$ cat src/rtl/cpu_pkg.sv
// Shared CPU front-end definitions.
//   INS_W         : instruction word width
//   PC_W          : stored PC field width (queue WIDTH may be up to this)
//   RESET_PC      : architectural reset vector
//   fetch_entry_t : one fetched {pc, ins} pair as held in fetch storage
package cpu_pkg;

  localparam int unsigned INS_W    = 32;
  localparam int unsigned PC_W     = 32;
  localparam logic [31:0] RESET_PC = 32'h8000_0000;

  typedef struct packed {
    logic [PC_W-1:0]  pc;
    logic [INS_W-1:0] ins;
  } fetch_entry_t;

endpackage

$ cat src/rtl/inst_queue.sv
// Instruction queue between fetch and decode.
// Circular buffer of {pc, ins} pairs with valid/ready handshakes on both sides
// and a flush that empties the queue on the next edge.
//   clk, rst                   : clock, asynchronous active-low reset
//   in_valid/in_ready          : enqueue handshake, in_pc/in_ins carry the pair
//   out_valid/out_ready        : dequeue handshake, head shown on out_pc/out_ins
//   out_fault                  : head instruction is not a 32-bit encoding
//   flush                      : discard all entries (beats any enqueue/dequeue)
//   count                      : number of valid entries
module inst_queue
  import cpu_pkg::*;
#(
  parameter int unsigned WIDTH = 32,  // must not exceed PC_W
  parameter int unsigned DEPTH = 4    // power of two, >= 2
) (
  input  logic                       clk,
  input  logic                       rst,
  input  logic                       in_valid,
  output logic                       in_ready,
  input  logic [WIDTH-1:0]           in_pc,
  input  logic [INS_W-1:0]           in_ins,
  output logic                       out_valid,
  input  logic                       out_ready,
  output logic [WIDTH-1:0]           out_pc,
  output logic [INS_W-1:0]           out_ins,
  output logic                       out_fault,
  input  logic                       flush,
  output logic [$clog2(DEPTH+1)-1:0] count
);

  localparam int unsigned PtrW = $clog2(DEPTH);
  localparam int unsigned CntW = $clog2(DEPTH+1);
  localparam logic [CntW-1:0] Full = CntW'(DEPTH);

  fetch_entry_t    mem_q [DEPTH];
  logic [PtrW-1:0] head_q, head_d;
  logic [PtrW-1:0] tail_q, tail_d;
  logic [CntW-1:0] count_q, count_d;
  logic            push, pop;
  fetch_entry_t    head_entry;

  // rst gates in_ready so nothing is offered acceptance while held in reset.
  assign in_ready  = rst && (count_q < Full) && !flush;
  assign out_valid = (count_q != '0) && !flush;
  assign push      = in_valid && in_ready;
  assign pop       = out_valid && out_ready;
  assign count     = count_q;

  assign head_entry = mem_q[head_q];
  assign out_pc     = out_valid ? WIDTH'(head_entry.pc) : '0;
  assign out_ins    = out_valid ? head_entry.ins : '0;
  assign out_fault  = out_valid && (head_entry.ins[1:0] != 2'b11);

  // DEPTH is a power of two, so pointers wrap naturally at PtrW bits.
  always_comb begin
    head_d  = head_q;
    tail_d  = tail_q;
    count_d = count_q;
    if (flush) begin
      head_d  = '0;
      tail_d  = '0;
      count_d = '0;
    end else begin
      if (push) tail_d = tail_q + 1'b1;
      if (pop)  head_d = head_q + 1'b1;
      unique case ({push, pop})
        2'b10:   count_d = count_q + 1'b1;
        2'b01:   count_d = count_q - 1'b1;
        default: count_d = count_q;
      endcase
    end
  end

  // Storage is deliberately left out of reset; only pointers and count clear.
  always_ff @(posedge clk or negedge rst) begin
    if (!rst) begin
      head_q  <= '0;
      tail_q  <= '0;
      count_q <= '0;
    end else begin
      head_q  <= head_d;
      tail_q  <= tail_d;
      count_q <= count_d;
      if (push) mem_q[tail_q] <= '{pc: PC_W'(in_pc), ins: in_ins};
    end
  end

endmodule

$ cat config.mk
export PLATFORM = sky130hd
export DESIGN_NAME = inst_queue
export DESIGN_NICKNAME = d
export VERILOG_FILES = /design/src/rtl/cpu_pkg.sv /design/src/rtl/inst_queue.sv
export SDC_FILE = /design/constraint.sdc
export NUM_CORES = 1
export LEC_CHECK = 0
export ABC_AREA = 0
export CAP_MARGIN = 0
export CORE_ASPECT_RATIO = 0.7
export CORE_MARGIN = 5
export CORE_UTILIZATION = 49
export CTS_CLUSTER_SIZE = 40
export DETAILED_ROUTE_END_ITERATION = 10
export PLACE_DENSITY = 0.75
export SYNTH_ARGS = -nofsm -noshare
export SYNTH_HDL_FRONTEND = slang
export SYNTH_SLANG_ARGS = --single-unit
$ cat constraint.sdc
create_clock -name clk -period 3.2 [get_ports clk]
set_input_delay 0.96 -clock clk [delete_from_list [all_inputs] [get_ports clk]]
set_output_delay 0.96 -clock clk [all_outputs]
set_load 0.01 [all_outputs]
; Yosys cells after proc, flatten, opt, wreduce, memory -nomap -nowiden
; Memories as Yosys holds them, arrays and structs flattened.
; Index checks and enable logic that the tools add are counted.
[classes]
addsub = 4
n_lt_le_gt_ge = 1
n_eq_ne = 3
mux = 10
n_reduce_logical = 12
[ops]
columns = op, n
row1 = $mux 32, 2
row2 = $mux 2, 4
row3 = $logic_and 1x1->1, 7
row4 = $pmux 3 s2, 1
row5 = $reduce_bool 3->1, 2
row6 = $add 2x1->2 const B, 2
row7 = $reduce_bool 2->1, 2
row8 = $add 3x1->3 const B, 1
row9 = $lt 3x3->1 const B, 1
row10 = $mux 3, 1
row11 = $sub 3x1->3 const B, 1
row12 = $eq 2x1->1 const B, 1
row13 = $eq 2x2->1 const B, 1
row14 = $mux 1, 2
row15 = $ne 2x2->1 const B, 1
row16 = $logic_not 1->1, 1
[word_totals]
regBits = 7
ram_bits = 256
in_bits = 69
output_inout_bits = 70
elab_cells = 34
n_memories = 1
[mem_list]
columns = name, words, word_bits, read_ports, rd_clocked_by_memory_dff, wr, line_no
row1 = mem_q, 4, 64, 1, 0, 1, inst_queue.sv:35  ; fetch_entry_t mem_q [DEPTH];

; Depth between registers and ports, before layout
; Gate-level depths: netlist (run 1).
[depth]
depth_word = 7
depth_mapped = 8
mapped_depth_nobuf = 6

; Worst setup path after synthesis (run 1)
; OpenSTA, ideal clock, no wires.
[synth_timing]
path_kind = input to register
from = in flush
to = mem mem_q[0][0] (netlist bit) (enable)
arrival_ns = 3.055
setup_slack_ns = -0.284
stages = 4
path_cell_list = nor4bb_1 > buf_2 > buf_4 > and2_1
[synth_via]
elab_chain_len = 6
[synth_rtl]
columns = element, line_no
row1 = start: declaration, inst_queue.sv:27  ; input logic flush,
row2 = $logic_not 1->1, inst_queue.sv:43  ; assign in_ready = rst && (count_q < Full) && !flush;
row3 = $logic_and 1x1->1, inst_queue.sv:43
row4 = $logic_and 1x1->1, inst_queue.sv:45  ; assign push = in_valid && in_ready;
row5 = $mux 1, inst_queue.sv:84  ; if (push) mem_q[tail_q] <= '{pc: PC_W'(in_pc), ins: in_ins};
row6 = $logic_and 1x1->1 (not written as such), inst_queue.sv:84
row7 = $mux 1 (not written as such), inst_queue.sv:84
row8 = end: declaration, inst_queue.sv:35
; No other way between the ends.

; Final worst setup path (run 1)
[layout_timing]
from = reg head_q[0]
to = out out_ins[21]
[layout_via]
elab_chain_len = 2
[layout_rtl]
columns = element, line_no
row1 = start: declaration, inst_queue.sv:36  ; logic [PtrW-1:0] head_q, head_d;
row2 = start signal: assignment, inst_queue.sv:77  ; head_q <= '0;
row3 = start signal: assignment, inst_queue.sv:81  ; head_q <= head_d;
row4 = $mem_v2 4x64, n/a
row5 = $mux 32, inst_queue.sv:51  ; assign out_ins = out_valid ? head_entry.ins : '0;
row6 = end: declaration, inst_queue.sv:25  ; output logic [INS_W-1:0] out_ins,
; No other way between the ends.

==> reports/metrics.cfg, run 1 <==
[grt]
grt_usage_pct=17.6
gr-total-overflow=0
grt_start_max_net_pins=37
grt_pass1_wl_um=32000
grt_pass1_vias=5497
grt_antenna_before_repair=1

[yosys]
seq_area_frac_synth_pct=77.3
netlist_area_um2=10200
syn-mean-instance-area_um2=22.3
syn_nets=530
ys_ff_latch=263
netlist-cell-type-count=31
synth_cells=456
yosysWarnings=0

[detailed_routing]
vias_per_cell=5.37
ant_nets=0
remaining_drc_errors=0
routed_wl_um=20800
wl_per_cell_um=22.3
first_iter_violations=368
dr.pass1.iters=5
num_vias=5017

[cts]
clk_pin_slew_worst_paths_ns=0.06
hold_buffers=0
clock_sinks=263
cts_max_path_buffers=3
htreeDepth=1
clk_latency_ns=0.51
cts_tree=built
cts_buffers=25
cts_root_buf=clkbuf_16

[cells_and_area]
fin_nets=715
n_antenna_cell=0
drive_gt1_share_pct=33.3
stdcell_area_um2=13200
area_growth_pct=29.7
fillCellCount=1415

[power_and_ir_drop]
power_density_nw_per_um2=554
p_seq_share_pct=52.7
ir_drop_mv=0.342
clkPwrFrac_pct=39.2
p_int_mw=5.84
p_leak_nw=4.46
combPwrFrac_pct=8.1
net-switching-power_mw=1.46
p_sw_share_pct=20.0

[floorplanning]
core_region_area_um2=20600
fp-row-count=44
dieArea_um2=23800
die_h_um=131
die_w_um=182
start_util_pct=49.4
io_pins=139

[sta]
fin_ws_ns=-0.0293
finClkSkew_ns=0.00933
finalMaxSlewViolations=0
fmax_mhz=310
holdWs_ns=0.642
slew-limit-headroom_pct=75.1
worstMarginPinSlew_ns=0.373
rsz0062_at_grt=yes
fin_crit_sh_pct=101
finalHoldViolations=0
setup_violations=4
fin_tns_setup_ns=-0.106
fin_crit_ns=3.23

[placed_design]
port_buffers=138
gp_congestion=0.716
place_ws_ns=-0.376
dpl.hpwl_um=12200
post_dp_cell_area_um2=12200

[flow_run]
maxCapViolCount=0

[outcome]
status=finished with violations
violations=setup timing

[worst_setup_path]
crit_top_cell=buf_6
crit_path_max_incr_delay_ns=0.54
slowest_stage=dfrtp_4
critical_path_class=reg2out
worstPathRequired_ns=2.24
crit_chain=buf_6, buf_8, buf_16, buf_6, mux4_2, and2_4, buf_6
crit_fanout=7
worstSetupEndpointType=output port
startpoint_type=flip-flop
worstPathArrival_ns=2.27

[min_path]
hold_path.class=reg2reg

==> area by class of cell <==
class | instances | area [µm²] | area share (%)
inverters | 4 | 15.0 | 0.114
clock buffers | 29 | 641 | 4.86
well taps | 276 | 345 | 2.62
flip-flops and latches | 263 | 7870 | 59.7
repair buffers | 182 | 1960 | 14.9
clock inverters | 15 | 151 | 1.15
multi-input cells | 165 | 2210 | 16.7
==> worst max-delay path: cells and delay by family (launching register included) <==
family / cells / cell delay, ns
buf+inv: 5 / 0.65
flops: 1 / 0.54
mux: 1 / 0.41
simple gates: 1 / 0.15
==> cell usage after synthesis <==
library cell | number | area, µm²
a22oi_1 | 1 | 7.51
fa_1 | 1 | 20.0
and2_1 | 68 | 425
edfxtp_1 | 256 | 7690
clkbuf_1 | 8 | 30.0
xor2_1 | 1 | 8.76
nor4bb_1 | 1 | 10.0
inv_1 | 4 | 15.0
nor3_1 | 2 | 10.0
a21oi_1 | 1 | 5.00
o21ba_2 | 1 | 10.0
mux2i_1 | 1 | 10.0
o31ai_4 | 1 | 21.3
buf_2 | 8 | 40.0
nor4_1 | 1 | 6.26
dfrtp_1 | 7 | 175
xnor2_1 | 4 | 35.0
nor3_2 | 1 | 10.0
buf_6 | 6 | 67.6
mux4_2 | 64 | 1440
a21o_1 | 1 | 7.51
a31oi_1 | 1 | 6.26
nor2_1 | 6 | 22.5
buf_4 | 1 | 7.51
o21ai_0 | 1 | 5.00
o31ai_1 | 1 | 7.51
nor3b_1 | 1 | 7.51
clkbuf_2 | 1 | 5.00
ha_1 | 4 | 50.1
nand2_1 | 1 | 3.75
a211oi_2 | 1 | 12.5
==> placed cells by master, fill, tap and decap left out, types with 5 or more instances in the layout <==
cell type / n
clkdlybuf4s15_1: 7
clkdlybuf4s50_1: 70
buf_12: 18
mux4_2: 64
and2_1: 50
buf_4: 9
edfxtp_1: 256
nor2_1: 5
and2_4: 18
buf_16: 7
dlygate4sd2_1: 11
buf_2: 16
clkinv_1: 6
clkbuf_2: 20
buf_6: 18
clkbuf_16: 26
==> metrics by stage <==
step	instances	util, %	power (mW)
finish	934	64.1	7.31
global route	934	64.1	7.58
CTS	933	64.1	7.37
detailed placement	868	59.0	4.44
global placement	868	59.0	4.42
floorplan	456	-	4.16
==> per-layer routing <==
layer  global-route usage, %  vias up  part of all wire, %
met2                    28.2      158                   47
li1                        -     2220                    -
met5                       0        -                    0
met3                    4.40       24                  6.6
met4                    3.18        0                  1.3
met1                    25.4     2615                   45
==> power groups by stage <==
stage	registers [mW]	clock network [mW]	logic (mW)
after CTS	3.85	2.93	0.595
after floorplan	3.92	0	0.246
final	3.85	2.86	0.594
after global placement	3.92	0	0.498
after global routing	3.85	3.09	0.639
after detailed placement	3.93	0	0.515
==> path summary, 6_finish.rpt <==
| kind | slack, ns | end | depth (start not counted) | startpoint |
|---|---|---|---|---|
| min in group asynchronous | 0.77 | count[2] | 2 | rst |
| max in group asynchronous | 2.28 | head_q[0] | 2 | rst |
| min reg2reg | 0.64 | tail_q[1] | 2 | tail_q[1] |
| min | 0.64 | tail_q[1] | 2 | tail_q[1] |
| max | -0.03 | out_ins[21] | 7 | head_q[0] |
| max reg2reg | 1.16 | count[2] | 6 | count[0] |
==> what timing repair did <==
action                                  CTS  global route
gates resized for setup                 180            69
endpoints found under the setup margin   67            63
setup buffers                            15             2
cloned                                    6             1
pin swaps                                 5            12
==> flip-flops by register name, summed over array words and instances (netlist names) <==
register / count
count: 3
head_q: 2
tail_q: 2
mem_q: 256
==> cell families after synthesis <==
group	count (synthesis)	share of synthesized area, %
adder cells (fa/ha/maj)	5	0.689
AO/OA/AOI/OAI	9	0.812
XOR/XNOR	5	0.431
multiplexers	65	14.3
AND/OR/NAND/NOR	81	4.87
buffers and inverters	28	1.62
flip-flops	263	77.3
No activity file was read; power rests on OpenSTA's default activity.
==> inputs of run 2 (changes only) <==
Settings changed: CORE_UTILIZATION 49 to 55, PLACE_DENSITY 0.75 to 0.8.
Clock period 3.2 ns to 3.6 ns, I/O delays scaled along.
==> reports/metrics.cfg, run 2 (synthesis gave the netlist of run 1 again) <==
[detailed_routing]
first_iter_violations=415
vias_per_cell=5.61
ant_nets=0
remaining_drc_errors=0
dr.pass1.iters=5
wl_per_cell_um=22.1
num_vias=4919
routed_wl_um=19400

[sta]
finalMaxSlewViolations=0
finalHoldViolations=0
finClkSkew_ns=0.0261
holdWs_ns=0.643
fin_tns_setup_ns=0
fin_crit_ns=3.50
slew-limit-headroom_pct=74.2
fin_crit_sh_pct=97.2
setup_violations=0
fin_ws_ns=0.0998
fmax_mhz=286
worstMarginPinSlew_ns=0.387
rsz0062_at_grt=no

[power_and_ir_drop]
total_power_mw=6.67
p_leak_nw=4.78
power_density_nw_per_um2=513
ir_drop_mv=0.388

[cts]
clock_sinks=263
cts_root_buf=clkbuf_16
clk_latency_ns=0.51
clk_pin_slew_worst_paths_ns=0.07
cts_buffers=24
hold_buffers=0
cts_max_path_buffers=3
htreeDepth=1
cts_tree=built

[cells_and_area]
fillCellCount=1079
n_antenna_cell=0
multi_input_area_um2=2170
stdcell_area_um2=13000
drive_gt1_share_pct=21.5
final_common_cell=edfxtp_1
top_register=mem_q
largest_reg_flops=256
fin_nets=697
seq_area_um2=7870
final_util_pct=71.9
final_cells=877
area_growth_pct=27.9
final_cell_mix=edfxtp_1, clkdlybuf4s50_1, mux4_2, and2_1, dlygate4sd2_1

[placed_design]
place_ws_ns=-0.154
placed_cells=825
post_dp_cell_area_um2=12000
port_buffers=138
dpl.hpwl_um=11900
gp_congestion=0.760

[worst_setup_path]
crit_fanout=24
r2r-start=count[1]
crit_path_max_incr_delay_ns=0.57
worstSetupEndpointType=output port
slowest_stage=mux4_2
rr_worst_depth=6
worstPathRequired_ns=2.52
critical_path_class=reg2out
r2r_end=count[2]
worstPathArrival_ns=2.42
r2r_slack_ns=1.47
startpoint_type=flip-flop
crit_chain=buf_6, buf_16, mux4_2, and2_1, dlygate4sd2_1

[floorplanning]
die_h_um=124
start_util_pct=56.2
dieArea_um2=21400
io_pins=139
die_w_um=173
core_region_area_um2=18100
fp-row-count=41

[grt]
grt_pass1_vias=5320
grt_antenna_before_repair=0
gr-total-overflow=0
grt_usage_pct=18.1
grt_start_max_net_pins=45
grt_pass1_wl_um=30000

[min_path]
min_from=tail_q[1]
hold_path.class=reg2reg
hold_depth=2
holdPathEnd=tail_q[1]

[outcome]
status=finished, final reports clean

[flow_run]
maxCapViolCount=0

==> run 2: cell types whose count changed in the layout (fill, tap and decap cells not counted), sizes merged <==
cell | previous run | this run
buf | 70 | 27
bufinv | 3 | 7
clkbuf | 50 | 28
clkdlybuf4s15 | 9 | 0
clkdlybuf4s50 | 70 | 71
clkinvlp | 2 | 0
dlygate4sd2 | 11 | 45
dlymetal6s2s | 1 | 22
inv | 5 | 4
==> run 2: where the power goes <==
part	total, mW	switching, mW	internal, mW
clock	2.80	1.04	1.76
combinational	0.451	0.197	0.254
sequential	3.42	0.0194	3.40
total	6.67	1.25	5.42
==> run 2: final cells by class <==
cell class / count / share of cell area (%)
clock buffer: 28 / 4.89
clock inverter: 16 / 1.90
inverter: 4 / 0.115
multi-input combinational: 165 / 16.7
sequential: 263 / 60.5
tap: 236 / 2.27
timing repair buffer: 165 / 13.7
==> run 2: timing repair <==
action	4_1_cts	5_1_grt
gates resized for setup	47	27
pin swaps	0	1
cloned	1	0
endpoints found under the setup margin	65	22
buffers inserted	2	5
==> run 2: metal layers <==
metal	GRT usage, %	wire (µm)	vias to the layer above
li1	-	-	2186
met1	26.8	8450	2481
met2	27.8	9040	224
met3	4.95	1650	28
met4	3.56	241	0
met5	0	0	-
==> run 2: critical path: cells and delay by family, from the launching register on <==
| family | cells | cell delay [ns] |
|---|---|---|
| mux | 1 | 0.57 |
| simple gates | 1 | 0.18 |
| buf+inv | 3 | 0.63 |
| flops | 1 | 0.53 |
==> run 2: worst max path at each step <==
stage | slack, ns | cells past startpoint | start | to
after floorplan | 0.69 | 4 | flush | mem_q[0][0]
after global placement | -0.14 | 5 | flush | out_pc[19]
after detailed placement | -0.15 | 5 | flush | out_pc[19]
after CTS | -0.11 | 5 | flush | out_pc[30]
after global routing | 0.02 | 5 | head_q[0] | out_ins[28]
final | 0.1 | 5 | head_q[0] | out_ins[28]
==> inputs of run 3 (changes only) <==
Settings changed: ABC_CLOCK_PERIOD_IN_PS set to 3600.
==> results of run 3 <==
The final DEF is identical to that of run 2; final timing and power are the same.
